<file path="src/rtl/fir_sched_pkg.sv">
// -----------------------------------------------------------------------------
// fir_sched_pkg
// Shared types and constants for the multichannel FIR scheduler.
//   sched_state_e : scheduler FSM states (COLLECT gathers a frame, ISSUE streams
//                   it to the FIR core).
//   FIR_*         : default lead count, sample width, core output width and
//                   output rescale shift.
//   sat_narrow()  : clamps a FIR_ACC_W-bit signed value into FIR_DW bits.
// -----------------------------------------------------------------------------
package fir_sched_pkg;

    typedef enum logic [0:0] {
        COLLECT = 1'b0,
        ISSUE   = 1'b1
    } sched_state_e;

    localparam int FIR_NCH   = 4;
    localparam int FIR_DW    = 16;
    localparam int FIR_ACC_W = 40;
    localparam int FIR_SHIFT = 23;

    // The value fits in FIR_DW bits exactly when every bit from the DW-1
    // position upward is a copy of the sign bit; otherwise clamp by sign.
    function automatic logic [FIR_DW-1:0] sat_narrow(input logic [FIR_ACC_W-1:0] v);
        logic [FIR_ACC_W-FIR_DW:0] upper_s;
        upper_s = v[FIR_ACC_W-1:FIR_DW-1];
        if ((upper_s == {(FIR_ACC_W-FIR_DW+1){1'b0}}) ||
            (upper_s == {(FIR_ACC_W-FIR_DW+1){1'b1}})) begin
            return v[FIR_DW-1:0];
        end else if (v[FIR_ACC_W-1]) begin
            return {1'b1, {(FIR_DW-1){1'b0}}};
        end else begin
            return {1'b0, {(FIR_DW-1){1'b1}}};
        end
    endfunction

endpackage

</file>
<file path="src/rtl/fir_out_scaler.sv">
// -----------------------------------------------------------------------------
// fir_out_scaler
// Rescales one FIR core result (arithmetic shift right by SHIFT at ACC_W width)
// and narrows it to DW bits, then registers it together with its lead index.
// Narrowing mode is selected by macro FIR_SCHED_OUT_SAT_EN:
//   defined   -> saturate to the signed DW-bit range
//   undefined -> keep the low DW bits (two's-complement wrap)
// The saturating path uses the package widths, so ACC_W/DW keep their
// package defaults in that build.
// Ports:
//   clk, rst_n : clock, asynchronous active-low reset
//   in_valid   : core result strobe
//   in_idx     : lead index the result belongs to
//   in_data    : raw ACC_W-bit core result
//   out_valid  : registered 1-cycle result strobe
//   out_ch     : registered lead index
//   out_data   : registered rescaled sample
// -----------------------------------------------------------------------------
module fir_out_scaler
    import fir_sched_pkg::*;
#(
    parameter int DW    = FIR_DW,
    parameter int ACC_W = FIR_ACC_W,
    parameter int SHIFT = FIR_SHIFT,
    parameter int IDX_W = 2
) (
    input  logic             clk,
    input  logic             rst_n,
    input  logic             in_valid,
    input  logic [IDX_W-1:0] in_idx,
    input  logic [ACC_W-1:0] in_data,
    output logic             out_valid,
    output logic [IDX_W-1:0] out_ch,
    output logic [DW-1:0]    out_data
);

    logic [DW-1:0]    narrow_s;
    logic             out_valid_q, out_valid_d;
    logic [IDX_W-1:0] out_ch_q, out_ch_d;
    logic [DW-1:0]    out_data_q, out_data_d;

`ifdef FIR_SCHED_OUT_SAT_EN
    logic signed [ACC_W-1:0] shifted_s;

    // Shift at full accumulator width, then clamp into DW bits.
    always_comb begin
        shifted_s = $signed(in_data) >>> SHIFT;
        narrow_s  = sat_narrow(shifted_s);
    end
`else
    // Shift at full accumulator width, then keep the low DW bits.
    always_comb begin
        narrow_s = DW'($signed(in_data) >>> SHIFT);
    end
`endif

    // Next-state of the output register: capture on a core result, else hold.
    always_comb begin
        out_valid_d = in_valid;
        if (in_valid) begin
            out_ch_d   = in_idx;
            out_data_d = narrow_s;
        end else begin
            out_ch_d   = out_ch_q;
            out_data_d = out_data_q;
        end
    end

    // Output register.
    always_ff @(posedge clk or negedge rst_n) begin
        if (!rst_n) begin
            out_valid_q <= 1'b0;
            out_ch_q    <= {IDX_W{1'b0}};
            out_data_q  <= {DW{1'b0}};
        end else begin
            out_valid_q <= out_valid_d;
            out_ch_q    <= out_ch_d;
            out_data_q  <= out_data_d;
        end
    end

    assign out_valid = out_valid_q;
    assign out_ch    = out_ch_q;
    assign out_data  = out_data_q;

endmodule

</file>
<file path="src/rtl/fir_ch_scheduler.sv">
// -----------------------------------------------------------------------------
// fir_ch_scheduler
// Time-multiplexes one multichannel FIR core across NCH leads. One sample per
// lead is held until the frame is complete, then the frame is streamed to the
// core in lead order 0..NCH-1 over an AXI-Stream style handshake. Core results
// are tagged with a wrapping lead counter (results are assumed to come back in
// issue order), rescaled and presented per lead.
// Optional feature macro: FIR_SCHED_OUT_SAT_EN (saturating output narrowing,
// see fir_out_scaler).
// Ports:
//   clk, rst_n   : clock, asynchronous active-low reset (shared with the core)
//   ch_valid     : per-lead new-sample strobe
//   ch_data      : packed signed samples, lead k at [k*DW +: DW]
//   fir_s_tvalid : sample valid towards the core
//   fir_s_tdata  : sample towards the core
//   fir_s_tready : core ready
//   fir_m_tvalid : core result valid (no backpressure)
//   fir_m_tdata  : core result
//   out_valid    : rescaled result strobe
//   out_ch       : lead index of out_data
//   out_data     : rescaled signed result
//   ch_overrun   : sticky per-lead overrun flags
//   busy         : high while a frame is being issued
// -----------------------------------------------------------------------------
module fir_ch_scheduler
    import fir_sched_pkg::*;
#(
    parameter int NCH   = FIR_NCH,
    parameter int DW    = FIR_DW,
    parameter int ACC_W = FIR_ACC_W,
    parameter int SHIFT = FIR_SHIFT
) (
    input  logic                     clk,
    input  logic                     rst_n,
    input  logic [NCH-1:0]           ch_valid,
    input  logic [NCH*DW-1:0]        ch_data,
    output logic                     fir_s_tvalid,
    output logic [DW-1:0]            fir_s_tdata,
    input  logic                     fir_s_tready,
    input  logic                     fir_m_tvalid,
    input  logic [ACC_W-1:0]         fir_m_tdata,
    output logic                     out_valid,
    output logic [$clog2(NCH)-1:0]   out_ch,
    output logic [DW-1:0]            out_data,
    output logic [NCH-1:0]           ch_overrun,
    output logic                     busy
);

    localparam int IDX_W = (NCH > 1) ? $clog2(NCH) : 1;

    sched_state_e     state_q, state_d;
    logic [IDX_W-1:0] issue_idx_q, issue_idx_d;
    logic             tvalid_q, tvalid_d;
    logic [DW-1:0]    tdata_q, tdata_d;
    logic             busy_q, busy_d;

    logic [NCH-1:0]   pend_q, pend_d;
    logic [NCH-1:0]   overrun_q, overrun_d;
    logic [DW-1:0]    hold_q [NCH];
    logic [DW-1:0]    hold_d [NCH];
    logic [IDX_W-1:0] out_idx_q, out_idx_d;

    logic             hs_s;
    logic             last_beat_s;
    logic [IDX_W-1:0] next_idx_s;
    logic [NCH-1:0]   hs_lead_s;

    // Handshake decode: which lead (if any) is accepted by the core this cycle.
    always_comb begin
        hs_s        = tvalid_q && fir_s_tready;
        last_beat_s = (issue_idx_q == IDX_W'(NCH-1));
        next_idx_s  = issue_idx_q + {{(IDX_W-1){1'b0}}, 1'b1};
        for (int k = 0; k < NCH; k++) begin
            hs_lead_s[k] = hs_s && (issue_idx_q == IDX_W'(k));
        end
    end

    // Per-lead hold registers: a lead accepts a new sample when it has none
    // pending, or in the very cycle its pending sample is handed to the core
    // (that sample then belongs to the next frame). Otherwise it is dropped
    // and flagged, keeping the held value stable under the handshake.
    always_comb begin
        for (int k = 0; k < NCH; k++) begin
            hold_d[k]    = hold_q[k];
            pend_d[k]    = pend_q[k];
            overrun_d[k] = overrun_q[k];
            if (ch_valid[k]) begin
                if (!pend_q[k] || hs_lead_s[k]) begin
                    hold_d[k] = ch_data[k*DW +: DW];
                    pend_d[k] = 1'b1;
                end else begin
                    overrun_d[k] = 1'b1;
                end
            end else if (hs_lead_s[k]) begin
                pend_d[k] = 1'b0;
            end else begin
                pend_d[k] = pend_q[k];
            end
        end
    end

    // Result lead counter: advances once per core result, wrapping at NCH-1.
    always_comb begin
        if (fir_m_tvalid) begin
            if (out_idx_q == IDX_W'(NCH-1)) begin
                out_idx_d = {IDX_W{1'b0}};
            end else begin
                out_idx_d = out_idx_q + {{(IDX_W-1){1'b0}}, 1'b1};
            end
        end else begin
            out_idx_d = out_idx_q;
        end
    end

    // FSM next state and registered AXIS outputs. tdata is preloaded with the
    // next lead's held sample so it is valid in the same cycle as tvalid; held
    // samples of leads not yet issued cannot change while pending.
    always_comb begin
        state_d     = state_q;
        issue_idx_d = issue_idx_q;
        tvalid_d    = tvalid_q;
        tdata_d     = tdata_q;
        case (state_q)
            COLLECT: begin
                if (&pend_q) begin
                    state_d     = ISSUE;
                    issue_idx_d = {IDX_W{1'b0}};
                    tvalid_d    = 1'b1;
                    tdata_d     = hold_q[0];
                end else begin
                    tvalid_d    = 1'b0;
                end
            end
            ISSUE: begin
                if (hs_s) begin
                    if (last_beat_s) begin
                        state_d     = COLLECT;
                        issue_idx_d = {IDX_W{1'b0}};
                        tvalid_d    = 1'b0;
                    end else begin
                        issue_idx_d = next_idx_s;
                        tvalid_d    = 1'b1;
                        tdata_d     = hold_q[next_idx_s];
                    end
                end else begin
                    tvalid_d    = tvalid_q;
                end
            end
            default: begin
                state_d     = COLLECT;
                issue_idx_d = {IDX_W{1'b0}};
                tvalid_d    = 1'b0;
            end
        endcase
        busy_d = (state_d == ISSUE);
    end

    // Scheduler FSM with its registered outputs.
    always_ff @(posedge clk or negedge rst_n) begin
        if (!rst_n) begin
            state_q     <= COLLECT;
            issue_idx_q <= {IDX_W{1'b0}};
            tvalid_q    <= 1'b0;
            tdata_q     <= {DW{1'b0}};
            busy_q      <= 1'b0;
        end else begin
            state_q     <= state_d;
            issue_idx_q <= issue_idx_d;
            tvalid_q    <= tvalid_d;
            tdata_q     <= tdata_d;
            busy_q      <= busy_d;
        end
    end

    // Frame gathering state, overrun flags and result lead counter.
    always_ff @(posedge clk or negedge rst_n) begin
        if (!rst_n) begin
            pend_q    <= {NCH{1'b0}};
            overrun_q <= {NCH{1'b0}};
            out_idx_q <= {IDX_W{1'b0}};
            for (int k = 0; k < NCH; k++) begin
                hold_q[k] <= {DW{1'b0}};
            end
        end else begin
            pend_q    <= pend_d;
            overrun_q <= overrun_d;
            out_idx_q <= out_idx_d;
            for (int k = 0; k < NCH; k++) begin
                hold_q[k] <= hold_d[k];
            end
        end
    end

    fir_out_scaler #(
        .DW    (DW),
        .ACC_W (ACC_W),
        .SHIFT (SHIFT),
        .IDX_W (IDX_W)
    ) u_out_scaler (
        .clk       (clk),
        .rst_n     (rst_n),
        .in_valid  (fir_m_tvalid),
        .in_idx    (out_idx_q),
        .in_data   (fir_m_tdata),
        .out_valid (out_valid),
        .out_ch    (out_ch),
        .out_data  (out_data)
    );

    assign fir_s_tvalid = tvalid_q;
    assign fir_s_tdata  = tdata_q;
    assign busy         = busy_q;
    assign ch_overrun   = overrun_q;

endmodule

</file>
<file path="config.mk">
export PLATFORM = sky130hd
export DESIGN_NAME = fir_ch_scheduler
export DESIGN_NICKNAME = d
export VERILOG_FILES = /design/src/rtl/fir_sched_pkg.sv /design/src/rtl/fir_out_scaler.sv /design/src/rtl/fir_ch_scheduler.sv
export SDC_FILE = /design/constraint.sdc
export NUM_CORES = 1
export LEC_CHECK = 0
export ABC_AREA = 1
export BUFFER_PORTS_ARGS = -buffer_cell sky130_fd_sc_hd__buf_2
export CORE_ASPECT_RATIO = 0.9
export CORE_MARGIN = 3
export CORE_UTILIZATION = 51
export DETAILED_ROUTE_END_ITERATION = 10
export MAX_ROUTING_LAYER = met4
export PLACE_DENSITY = 0.8
export SLEW_MARGIN = 20
export SYNTH_ARGS = -nofsm -noshare
export SYNTH_HDL_FRONTEND = slang
export SYNTH_SLANG_ARGS = --single-unit
</file>
<file path="constraint.sdc">
create_clock -name clk -period 2.6 [get_ports clk]
set_clock_uncertainty 0.15 [all_clocks]
set_input_delay 0.13 -clock clk [delete_from_list [all_inputs] [get_ports clk]]
set_output_delay 0.13 -clock clk [all_outputs]
set_load 0.01 [all_outputs]
</file>
Word-level counts from Yosys, hierarchy flattened
Index checks and enable logic that the tools add are counted.
{ "word_totals": {"reg_bits": 113, "in_bits": 112, "output_inout_bits": 41, "word_cells": 103} }
{ "op_classes": {"add_sub_neg": 2, "n_lt_le_gt_ge": 1, "n_eq_ne": 11, "mux": 30, "n_bitwise": 6, "reduce_logical": 33} }
{ "op_table": {"columns": ["cell", "n"], "rows": [
  ["16-bit two-way mux", 5],
  ["16-bit binary-select mux with 2-bit select", 1],
  ["16-bit case mux with 2 select lines", 1],
  ["2-bit AND reduction", 13],
  ["1-bit two-way mux", 16],
  ["2-bit by 1-bit != test with 1-bit output (second input constant)", 5],
  ["2-bit two-way mux", 4],
  ["2-bit nonzero test", 4],
  ["2-bit equality test (second input constant)", 3],
  ["1-bit logical AND", 5],
  ["1-bit NOT", 5],
  ["2-bit by 1-bit adder with 2-bit output (second input constant)", 2],
  ["1-bit logical NOT", 4],
  ["1-bit logical OR", 4],
  ["2-bit != test (second input constant)", 2],
  ["1-bit case mux with 2 select lines", 2],
  ["2-bit case mux with 2 select lines", 1],
  ["4-bit AND reduction", 1],
  ["3-bit >= comparator (second input constant)", 1],
  ["2-bit NOT with 3-bit output", 1],
  ["3-bit AND reduction", 1],
  ["2-bit by 1-bit equality test with 1-bit output (second input constant)", 1],
  ["2-bit logical NOT", 1]
]} }

Depth between registers and ports, before layout
Gate-level depths: netlist of the first run.
{ "depth": {"ltp_word": 8, "ltp_mapped": 12, "ltp_nobuf": 9} }

Modules after synthesis
Synthesis of the first run repeated with hierarchy kept, for this count alone.
{ "hier_totals": {"cells_unflattened": 604, "area_unflattened_um2": 5037.3} }
{ "modules_own_cells": {"columns": ["mod", "instances", "cells_each", "area_per_inst_um2"], "rows": [
  ["fir_ch_scheduler", 1, 527, 4301.6],
  ["fir_out_scaler", 1, 77, 735.7]
]} }

Least setup slack after synthesis of the first run
No wires, ideal clock.
{ "synth_path": {"path_kind": "flip-flop to flip-flop", "startpoint": "register issue_idx_q[0]", "endpoint": "register tdata_q[0], in the netlist fir_s_tdata[0]", "setup_time_ps": 116, "arrival_ps": 1834, "required_time_ps": 2334, "setup_slack_ps": 499, "path_stages_with_launch": 13, "n_path_buf": 3, "synth_period_minus_slack_ps": 2101, "cell_sequence": "dfrtp_1 -> inv_2 -> buf_2 -> ha_1 -> clkbuf_4 -> inv_2 -> nor2_4 -> buf_4 -> nand2_1 -> nand3_1 -> nand2_1 -> nand2_1 -> nand2_1"} }
{ "synth_via": {"elab_chain_len": 8} }
{ "synth_lines": {"columns": ["element", "line", "text"], "rows": [
  ["start, declared", "fir_ch_scheduler.sv:52", "logic [IDX_W-1:0] issue_idx_q, issue_idx_d;"],
  ["start signal, assigned", "fir_ch_scheduler.sv:162", "issue_idx_q <= {IDX_W{1'b0}};"],
  ["start signal, assigned", "fir_ch_scheduler.sv:168", "issue_idx_q <= issue_idx_d;"],
  ["2-bit by 1-bit adder with 2-bit output", "fir_ch_scheduler.sv:72", "next_idx_s = issue_idx_q + {{(IDX_W-1){1'b0}}, 1'b1};"],
  ["2-bit NOT with 3-bit output (implied by the code)", "fir_ch_scheduler.sv:143", "tdata_d = hold_q[next_idx_s];"],
  ["16-bit binary-select mux with 2-bit select", "fir_ch_scheduler.sv:143", null],
  ["16-bit two-way mux (implied by the code) (2 in series)", "fir_ch_scheduler.sv:143", null],
  ["16-bit two-way mux", "fir_ch_scheduler.sv:136", "if (last_beat_s) begin"],
  ["16-bit two-way mux", "fir_ch_scheduler.sv:135", "if (hs_s) begin"],
  ["16-bit case mux with 2 select lines", "fir_ch_scheduler.sv:123", "case (state_q)"],
  ["end signal, assigned", "fir_ch_scheduler.sv:164", "tdata_q <= {DW{1'b0}};"],
  ["end signal, assigned", "fir_ch_scheduler.sv:170", "tdata_q <= tdata_d;"],
  ["end, declared", "fir_ch_scheduler.sv:54", "logic [DW-1:0] tdata_q, tdata_d;"]
]} }
Several ways; a longest one is shown, not always the timed one. The select of a mux whose other input is x is not followed.
A chain may end at the register's enable or synchronous reset.

Final worst setup path of the first run
{ "layout_path": {"startpoint": "register issue_idx_q[0]", "endpoint": "register hold_q[25] in the netlist's numbering"} }
{ "layout_via": {"elab_chain_len": 4} }
{ "layout_lines": {"columns": ["element", "line", "text"], "rows": [
  ["2-bit equality test", "fir_ch_scheduler.sv:74", "hs_lead_s[k] = hs_s && (issue_idx_q == IDX_W'(k));"],
  ["1-bit logical AND", "fir_ch_scheduler.sv:74", null],
  ["1-bit logical OR", "fir_ch_scheduler.sv:88", "if (!pend_q[k] || hs_lead_s[k]) begin"],
  ["2-bit AND reduction (no line)", null, null],
  ["end signal, assigned by index", "fir_ch_scheduler.sv:182", "hold_q[k] <= {DW{1'b0}};"],
  ["end signal, assigned by index", "fir_ch_scheduler.sv:189", "hold_q[k] <= hold_d[k];"],
  ["end, declared", "fir_ch_scheduler.sv:59", "logic [DW-1:0] hold_q [NCH];"]
]} }
Every way passes these cells.

==> qor.csv, run 1 <==
metric,value,unit
outcome,"finished, final reports clean",
min_period,2.45,ns
area_delta_synth_final,53.5,%
cts_setup_buffers,0,
ys_ff_latch,113,
synth.top_cell.area_share,56.7,%
drive_above_1_share,23.6,%
synth_area_leaders,"dfrtp_1 57%, nand2_1 15%, nand3_1 7.0%, nor2_1 4.7%, mux2_2 3.8%",
synth_common_cells,"201 x nand2_1, 113 x dfrtp_1, 70 x nand3_1",
setup_viol,0,
slew_headroom,46.8,%
worst_pin_slew,0.797,ns
synth_async_sr_flop_share,100,%
drcViolationCount,0,
drt-total-wl,16.1,mm
start_util,53.5,%
synth_area,0.00499,sq mm
yosysWarnings,0,
drv_slew,0,
cts_sinks,113,
ios,153,
endpoint_kind,register,
synth_edf_count,0,
crit_arrival,2.75,ns
criticalPathCategory,reg -> reg,
num-fill-cells,507,
fp.dieW,110,um
hpwlAfterDp,8.57,mm
utilization,82.1,%
antenna_found_initial,0,
dp_slack,0.493,ns
placementRows,33,
drt_iter0_markers,444,
worst_ep_required_time,2.90,ns
grt_pass1_wl,25.9,mm
core-area,0.00933,sq mm
start_kind,register,
first_global_vias,5396,
ys_types,28,
ir_drop,0.667,mV
rsz0062_at_grt,no,
wl_per_cell,16.7,um
portBuffers,128,
grt_overflow,0,
powerDensity,1140,mW/mm^2
hold_class,in -> async,
nets,950,
synth_ff_type,dfrtp_1,
clk_pin_slew,0.06,ns
cts-htree-levels,4,
grt_max_degree,62,
seq_area_frac_synth,56.7,%
grt_usage,31.9,%
fin_setup_tns,0,ns
worst_slack,0.148,ns
finalCritPeriodShare,94.3,%
synth.avg_cell_area,8.77,sq um
drt.antenna.violating_nets,0,
cts_buffers,17,
syn_inst,569,
maxCapViolCount,0,
die_h,99.8,um
tritoncts,done,
p_leak,3.85,nW
drtPass1Iterations,6,
syn_nets,687,
critPathMaxFanout,21,
vias,5101,
clockRootBuffer,clkbuf_8,
place.gp.congestion,0.901,
reg2reg_depth,9,
hold_viol,0,
viasPerCell,5.28,
worstSkewPairLatency,0.51,ns
fmax,408,MHz
yosysMostFrequentCell,nand2_1,
synth_top_area_cell,dfrtp_1,
dieArea,0.0110,sq mm
antenna_cells,0,
ctsLongestPathBuffers,2,
## area by class of cell
class                   count  area (sq um)  area share [%]
clock inverters            10           131            1.72
repair buffers            270          2070            27.0
flip-flops and latches    113          2830            36.9
clock buffers              22           463            6.04
well taps                 122           153            1.99
inverters                  30           115            1.50
multi-input cells         400          1900            24.8
## per-stage QoR
step	power [W]	instance area (sq um)	cells	hold slack, ns
floorplan	0.00504	4990	569	-0.316
global placement	0.00572	5700	799	0.104
detailed placement	0.00586	5700	799	0.117
CTS	0.00848	7650	967	0.117
global route	0.00924	7660	967	0.144
finish	0.00869	7660	967	0.0869
## worst paths after layout
check                                            to  slack, ns       startpoint
max in group asynchronous                 hold_q[9]       1.50            rst_n
max reg2reg                              hold_q[25]       0.15   issue_idx_q[0]
min                                      hold_q[49]       0.09            rst_n
max                                      hold_q[25]       0.15   issue_idx_q[0]
min reg2reg                           ch_overrun[2]       0.32    ch_overrun[2]
min in group clk           u_out_scaler.out_data[0]       0.24  fir_m_tdata[23]
## cells by family after synthesis
| logic type | share of synthesized area, % |
|---|---|
| DFF | 56.7 |
| adders and majority gates | 1.50 |
| AOI/OAI and AO/OA | 4.49 |
| and+or+nand+nor | 28.3 |
| muxes | 3.84 |
| buffers and inverters | 5.19 |
## sequential cells by signal, indices dropped and copies added, names as in the netlist
name	flops
busy	1
ch_overrun	4
fir_s_tdata	16
fir_s_tvalid	1
hold_q	64
issue_idx_q	2
out_idx_q	2
pend_q	4
u_out_scaler.out_ch	2
u_out_scaler.out_data	16
u_out_scaler.out_valid	1
## cell usage in the layout, fill, tap and decap left out, drive strengths merged, types with 3 or more instances in the layout
cell and count:
ha 6, dfrtp 113, clkinv 5, clkbuf 22
nand2 209, buf 134, o21ai 6, o21bai 4
dlygate4sd3 136, a21oi 21, nor2 63, inv 31
bufinv 3, nand3 70, mux2 17
## routing by layer
metal | GRT usage (%) | routed length [um] | up-vias
li1 | - | - | 2330
met1 | 36.7 | 6070 | 2442
met2 | 54.0 | 8380 | 276
met3 | 7.85 | 1180 | 53
met4 | 12.1 | 484 | 0
met5 | - | 0 | -
## repair_timing
| action | in CTS | in global routing |
|---|---|---|
| endpoints found under the setup margin | 0 | 9 |
| hold buffers | 136 | 0 |
| gates resized for setup | 0 | 2 |
| endpoints found under the hold margin | 154 | 0 |
## worst max-delay path: stages (launching register included)
cell	delay (ns)
dfrtp_2	0.49
inv_2	0.10
buf_6	0.21
ha_1	0.17
nand3_1	0.09
nand2_2	0.16
buf_4	0.23
nand3_1	0.10
dlygate4sd3_1	0.61
nand2_1	0.09
## report_power, final
group          leakage (nW)  switching, W  internal, W
combinational          2.22       0.00224      0.00125
sequential             1.33      0.000420      0.00245
clock                 0.295      0.000800      0.00153
total                  3.85       0.00346      0.00523
No activity file was read; power rests on OpenSTA's default activity.
==> run 2: changes to the inputs <==
--- a/config.mk
+++ b/config.mk
@@ -13,6 +13,7 @@
 export DETAILED_ROUTE_END_ITERATION = 10
 export MAX_ROUTING_LAYER = met4
 export PLACE_DENSITY = 0.8
+export REMOVE_ABC_BUFFERS = 1
 export SLEW_MARGIN = 20
 export SYNTH_ARGS = -nofsm -noshare
 export SYNTH_HDL_FRONTEND = slang
==> run 2 against run 1 <==
The run now ends with hold timing left; register-to-register slack worse by 0.04 ns; sequential cell count is the same; global-route usage rose by 2.4 points; routed wire length grew 6.0%; final area decreased by 0.65%; utilization shrank 0.54 points; clock power fell by 5%; largest power group unchanged; highest routed layer unchanged.
==> qor.csv, run 2 (synthesis results as in run 1) <==
metric,value,unit
placementRows,33,
crit_path_top_delay_cell,dlygate4sd3_1,
fp.dieW,110,um
hold_ws,-0.00489,ns
drt-total-wl,17.1,mm
r2r_slack,0.11,ns
die_h,99.8,um
vias,5299,
viasPerCell,5.50,
antenna_cells,0,
drcViolationCount,0,
register_area,0.00283,sq mm
start_kind,register,
violations,hold timing,
ios,153,
power,0.00869,W
endpoint_kind,register,
place.gp.congestion,0.886,
cts-htree-levels,4,
regMostFlops,hold_q,
portBuffers,128,
internal_power,0.00511,W
core-area,0.00933,sq mm
area_delta_synth_final,52.5,%
setup_viol,0,
worstSkewPairLatency,0.53,ns
powerDensity,1140,mW/mm^2
cpPeakStageDelay,0.62,ns
placed_cells,798,
first_global_vias,5529,
combPwrFrac,41.1,%
final_common_cell,nand2_1,
worst_pin_slew,0.592,ns
final_cells,963,
drt_iter0_markers,546,
ir_drop,0.684,mV
p_clk_share,25.5,%
outcome,finished with violations,
criticalPathCategory,reg -> reg,
crit_path_end,hold_q[17],
p_sw,0.00358,W
dieArea,0.0110,sq mm
wl_per_cell,17.7,um
rsz0062_at_grt,no,
cts_sinks,113,
r2r_start,issue_idx_q[0],
ctsLongestPathBuffers,2,
nets,949,
worst_ep_required_time,2.90,ns
seq_power_share,33.4,%
tritoncts,done,
grt_max_degree,62,
largest_reg_flops,64,
final_cell_mix,"201 x nand2_1, 136 x dlygate4sd3_1, 127 x buf_2",
grt_usage,34.3,%
hold_viol,3,
multi_input_area,0.00191,sq mm
clockRootBuffer,clkbuf_8,
fin_setup_tns,0,ns
r2r_end,hold_q[17],
critPathMaxFanout,21,
crit_arrival,2.79,ns
switching_share,41.2,%
clk_pin_slew,0.05,ns
reg2reg_depth,8,
hold_class,in -> async,
drv_slew,0,
finalCritPeriodShare,95.7,%
min_period,2.49,ns
maxCapViolCount,0,
drive_above_1_share,23.1,%
antenna_found_initial,0,
cts_setup_buffers,0,
cts_buffers,17,
p_leak,3.83,nW
startpoint,issue_idx_q[0],
slew_headroom,60.5,%
path_cells,inv_2 > buf_6 > ha_1 > nand3_1 > nand2_4 > nand3_1 > dlygate4sd3_1 > nand2_1,
num-fill-cells,519,
grt_pass1_wl,27.5,mm
grt_overflow,0,
drtPass1Iterations,6,
drt.antenna.violating_nets,0,
hpwlAfterDp,8.54,mm
start_util,53.5,%
fmax,402,MHz
crit_top_cell,nand3_1,
==> run 2: cell count changes in the layout (fill, tap and decap cells not counted) <==
cell,before,now
dfrtp_2,1,0
nand2_4,1,2
buf_4,5,4
nand2_2,7,6
dfrtp_1,112,113
bufinv_16,3,2
clkinvlp_4,1,0
inv_6,1,0
==> run 2: area by class of cell <==
type | count | area share, %
clock inverter | 7 | 1.12
clock buffer | 22 | 6.08
multi-input combinational | 400 | 25.1
sequential | 113 | 37.2
timing repair buffer | 269 | 27.1
inverter | 30 | 1.51
tap | 122 | 2.01
==> run 2: layer usage <==
| metal | routed length (um) | track usage (%) | share of wire, % |
|---|---|---|---|
| met2 | 8770 | 55.7 | 51 |
| met5 | 0 | - | 0 |
| met1 | 5990 | 39.2 | 35 |
| met3 | 1300 | 6.75 | 7.6 |
| met4 | 1030 | 20.5 | 6.0 |
==> run 2: what timing repair did <==
action / in CTS / in global routing
setup endpoints to repair: 0 / 16
resized for setup: 0 / 2
hold buffers: 136 / 0
endpoints found under the hold margin: 209 / 0
==> run 2: worst max-delay path: cells and delay by family, from the launching register on <==
family | cells | cell delay [ns]
and+or+nand+nor | 4 | 0.59
adders and majority gates | 1 | 0.18
buffers and inverters | 3 | 0.97
DFF | 1 | 0.52
==> run 2: how the worst min path moves through the flow <==
stage | from | to | depth (start not counted)
final | rst_n | ch_overrun[3] | 2
after global routing | rst_n | ch_overrun[3] | 2
after CTS | rst_n | ch_overrun[3] | 2
after detailed placement | rst_n | ch_overrun[3] | 1
after global placement | rst_n | ch_overrun[3] | 1
after floorplan | rst_n | busy | 0
==> run 2: power groups by stage <==
stage	logic [W]	registers (W)	clock network (W)
2_1_floorplan	0.00201	0.00284	0
3_3_place_gp	0.00290	0.00281	0
3_5_place_dp	0.00300	0.00284	0
4_1_cts	0.00327	0.00284	0.00219
5_1_grt	0.00396	0.00295	0.00230
6_report	0.00357	0.00290	0.00221
==> run 2: through the flow <==
stage / utilization (%) / hold WS [ns] / setup WS, ns / instance area, sq um
floorplan: - / -0.316 / 0.341 / 4840
finish: 81.5 / -0.00489 / 0.113 / 7610
CTS: 81.4 / 0.00744 / 0.118 / 7600
global route: 81.5 / 0.0554 / 0.0195 / 7610
detailed placement: 61.0 / 0.00897 / 0.405 / 5690
global placement: 61.0 / 0.00519 / 0.508 / 5690
==> run 3: changes to the inputs <==
--- a/config.mk
+++ b/config.mk
@@ -17,4 +17,5 @@
 export SLEW_MARGIN = 20
 export SYNTH_ARGS = -nofsm -noshare
 export SYNTH_HDL_FRONTEND = slang
+export SYNTH_HIERARCHICAL = 1
 export SYNTH_SLANG_ARGS = --single-unit
==> constraint.sdc (replaced) <==
create_clock -name clk -period 2.6 [get_ports clk]
set_clock_uncertainty 0.15 [all_clocks]
set_input_delay 0.65 -clock clk [delete_from_list [all_inputs] [get_ports clk]]
set_output_delay 0.65 -clock clk [all_outputs]
set_load 0.01 [all_outputs]
==> run 3 against run 2 <==
The run now ends clean; first-iteration DRC count is 44% lower; non-clock buffer count fell by 132; maximum frequency grew 12%; sequential power is 2% lower; sequential share of layout area is 7.5 points higher; critical path depth is the same; highest routed layer unchanged.
==> qor.csv, run 3 <==
metric,value,unit
outcome,"finished, final reports clean",
hold_class,in -> reg,
synthAdderAreaFrac,1.49,%
drt-total-wl,13.1,mm
critPathMaxFanout,21,
drv_slew,0,
hp-start,fir_m_tdata[33],
antenna_found_initial,0,
slew_headroom,64.1,%
ys_types,30,
synth-simple-area-share,32.1,%
power,0.00814,W
synth_area_leaders,"dfrtp_1 56%, nand2_1 19%, nand3_1 7.0%, nor2_1 4.5%, a21oi_1 1.9%",
hold_viol,0,
ctsLongestPathBuffers,2,
r2r_slack,0.37,ns
synth_edf_count,0,
synth_area,0.00504,sq mm
place.gp.congestion,0.855,
wl_per_cell,15.1,um
ir_drop,0.661,mV
powerDensity,1290,mW/mm^2
synth.top_cell.area_share,56.1,%
dp_slack,0.389,ns
start_kind,register,
cts-htree-levels,4,
portBuffers,128,
dieArea,0.0111,sq mm
start_util,53.7,%
grt_usage,25.4,%
rsz0062_at_grt,no,
p_leak,3.50,nW
synth_ff_type,dfrtp_1,
largest_reg_flops,64,
ios,153,
stdcell_area,0.00633,sq mm
worst_ep_required_time,2.86,ns
maxCapViolCount,0,
drt.antenna.violating_nets,0,
yosysMostFrequentCell,nand2_1,
grt_overflow,0,
fmax,449,MHz
worstSkewPairLatency,0.51,ns
endpoint_kind,register,
cts_buffers,17,
place_area,0.00575,sq mm
synth.avg_cell_area,8.34,sq um
r2r_start,issue_idx_q[0],
vias,4524,
regMostFlops,hold_q,
setup_viol,0,
final_cell_mix,"249 x nand2_1, 127 x buf_2, 113 x dfrtp_1",
r2r_end,hold_q[26],
syn_inst,604,
cts_resized,0,
synth_top_area_cell,dfrtp_1,
synth_common_cells,"249 x nand2_1, 113 x dfrtp_1, 70 x nand3_1",
yosysWarnings,6,
die_h,100,um
reg2reg_depth,8,
criticalPathCategory,reg -> reg,
nets,851,
first_global_vias,4631,
worst_slack,0.373,ns
seq_area_frac_synth,56.1,%
fp.dieW,111,um
fin_setup_tns,0,ns
min_period,2.23,ns
worst_pin_slew,0.538,ns
grt_max_degree,39,
viasPerCell,5.21,
tritoncts,done,
placementRows,33,
core-area,0.00937,sq mm
drcViolationCount,0,
num-fill-cells,722,
min_to,u_out_scaler/out_data[10],
crit_arrival,2.48,ns
cts_sinks,113,
clockRootBuffer,clkbuf_8,
hpwlAfterDp,8.98,mm
drtPass1Iterations,6,
final_common_cell,nand2_1,
synthMuxAreaShare,0.224,%
finalCritPeriodShare,85.7,%
antenna_cells,0,
synth_compound_area_share,4.25,%
clk_pin_slew,0.07,ns
synth_async_sr_flop_share,100,%
grt_pass1_wl,21.6,mm
hold_depth,3,
area_delta_synth_final,25.6,%
synth_top_family_by_area,simple AND/OR/NAND/NOR gates,
ys_ff_latch,113,
drt_iter0_markers,304,
synthXorXnorAreaFrac,0,%
drive_above_1_share,25.7,%
==> run 3: cell types whose count changed in the layout (fill, tap and decap cells not counted), moves of 4 or more <==
| cell | change |
|---|---|
| mux2_2 | -16 |
| nand2_2 | +6 |
| dlygate4sd3_1 | -135 |
| nand2_1 | +48 |
| clkinv_4 | +4 |
| inv_6 | +6 |
| clkinv_2 | -5 |
==> run 3: worst max-delay path, stage by stage (launching register included) <==
cell	delay [ns]
dfrtp_1	0.50
inv_2	0.11
buf_4	0.26
ha_1	0.19
nand3_1	0.09
nand2_2	0.30
nand2_2	0.30
nand2_1	0.14
nand2_1	0.05
==> run 3: cell type report <==
| type | count | area [sq um] | area share (%) |
|---|---|---|---|
| timing repair buffer | 137 | 738 | 11.7 |
| tap | 122 | 153 | 2.41 |
| multi-input combinational | 434 | 1920 | 30.3 |
| sequential | 113 | 2830 | 44.7 |
| clock inverter | 15 | 151 | 2.39 |
| inverter | 30 | 123 | 1.94 |
| clock buffer | 17 | 414 | 6.55 |
==> run 3: layer usage <==
layer | vias up | track usage (%) | wire length [um] | part of all wire, %
met2 | 206 | 41.9 | 6570 | 50
met3 | 37 | 5.55 | 952 | 7.3
met1 | 2128 | 30.4 | 5150 | 39
met4 | 0 | 11.1 | 390 | 3.0
met5 | - | - | 0 | 0
li1 | 2153 | - | - | -
==> run 3: repair_timing <==
action / 4_1_cts / 5_1_grt
setup endpoints to repair: 0 / 0
endpoints found under the hold margin: 35 / 0
buffers inserted: 0 / 0
hold buffers: 1 / 0
==> run 3: worst max-delay path by stage <==
stage	from	to	slack [ns]
3_3_place_gp	issue_idx_q[0]	hold_q[26]	0.47
5_1_grt	issue_idx_q[0]	hold_q[21]	0.19
2_1_floorplan	issue_idx_q[0]	fir_s_tdata[10]	0.34
6_report	issue_idx_q[0]	hold_q[26]	0.37
3_5_place_dp	issue_idx_q[0]	hold_q[26]	0.39
4_1_cts	issue_idx_q[0]	hold_q[26]	0.39
==> run 3: stage by stage <==
stage / instances / util (%) / hold WS, ns
3_3_place_gp: 835 / 61.4 / 0.301
3_5_place_dp: 835 / 61.4 / 0.309
4_1_cts: 868 / 67.5 / 0.163
5_1_grt: 868 / 67.5 / 0.171
6_report: 868 / 67.5 / 0.179
2_1_floorplan: 577 / - / 0.204
==> run 3: kinds of logic (layout without fill, tap and decap cells) <==
family                     Yosys count  count (layout)
AOI/OAI and AO/OA                   32              32
muxes                                1               1
DFF                                113             113
buffers and inverters               57             199
adders and majority gates            6               6
and+or+nand+nor                    395             395
==> run 3: where the power goes <==
part / switching, W / internal [W]
Combinational: 0.00206 / 0.00103
Sequential: 0.000408 / 0.00244
Clock: 0.000913 / 0.00129
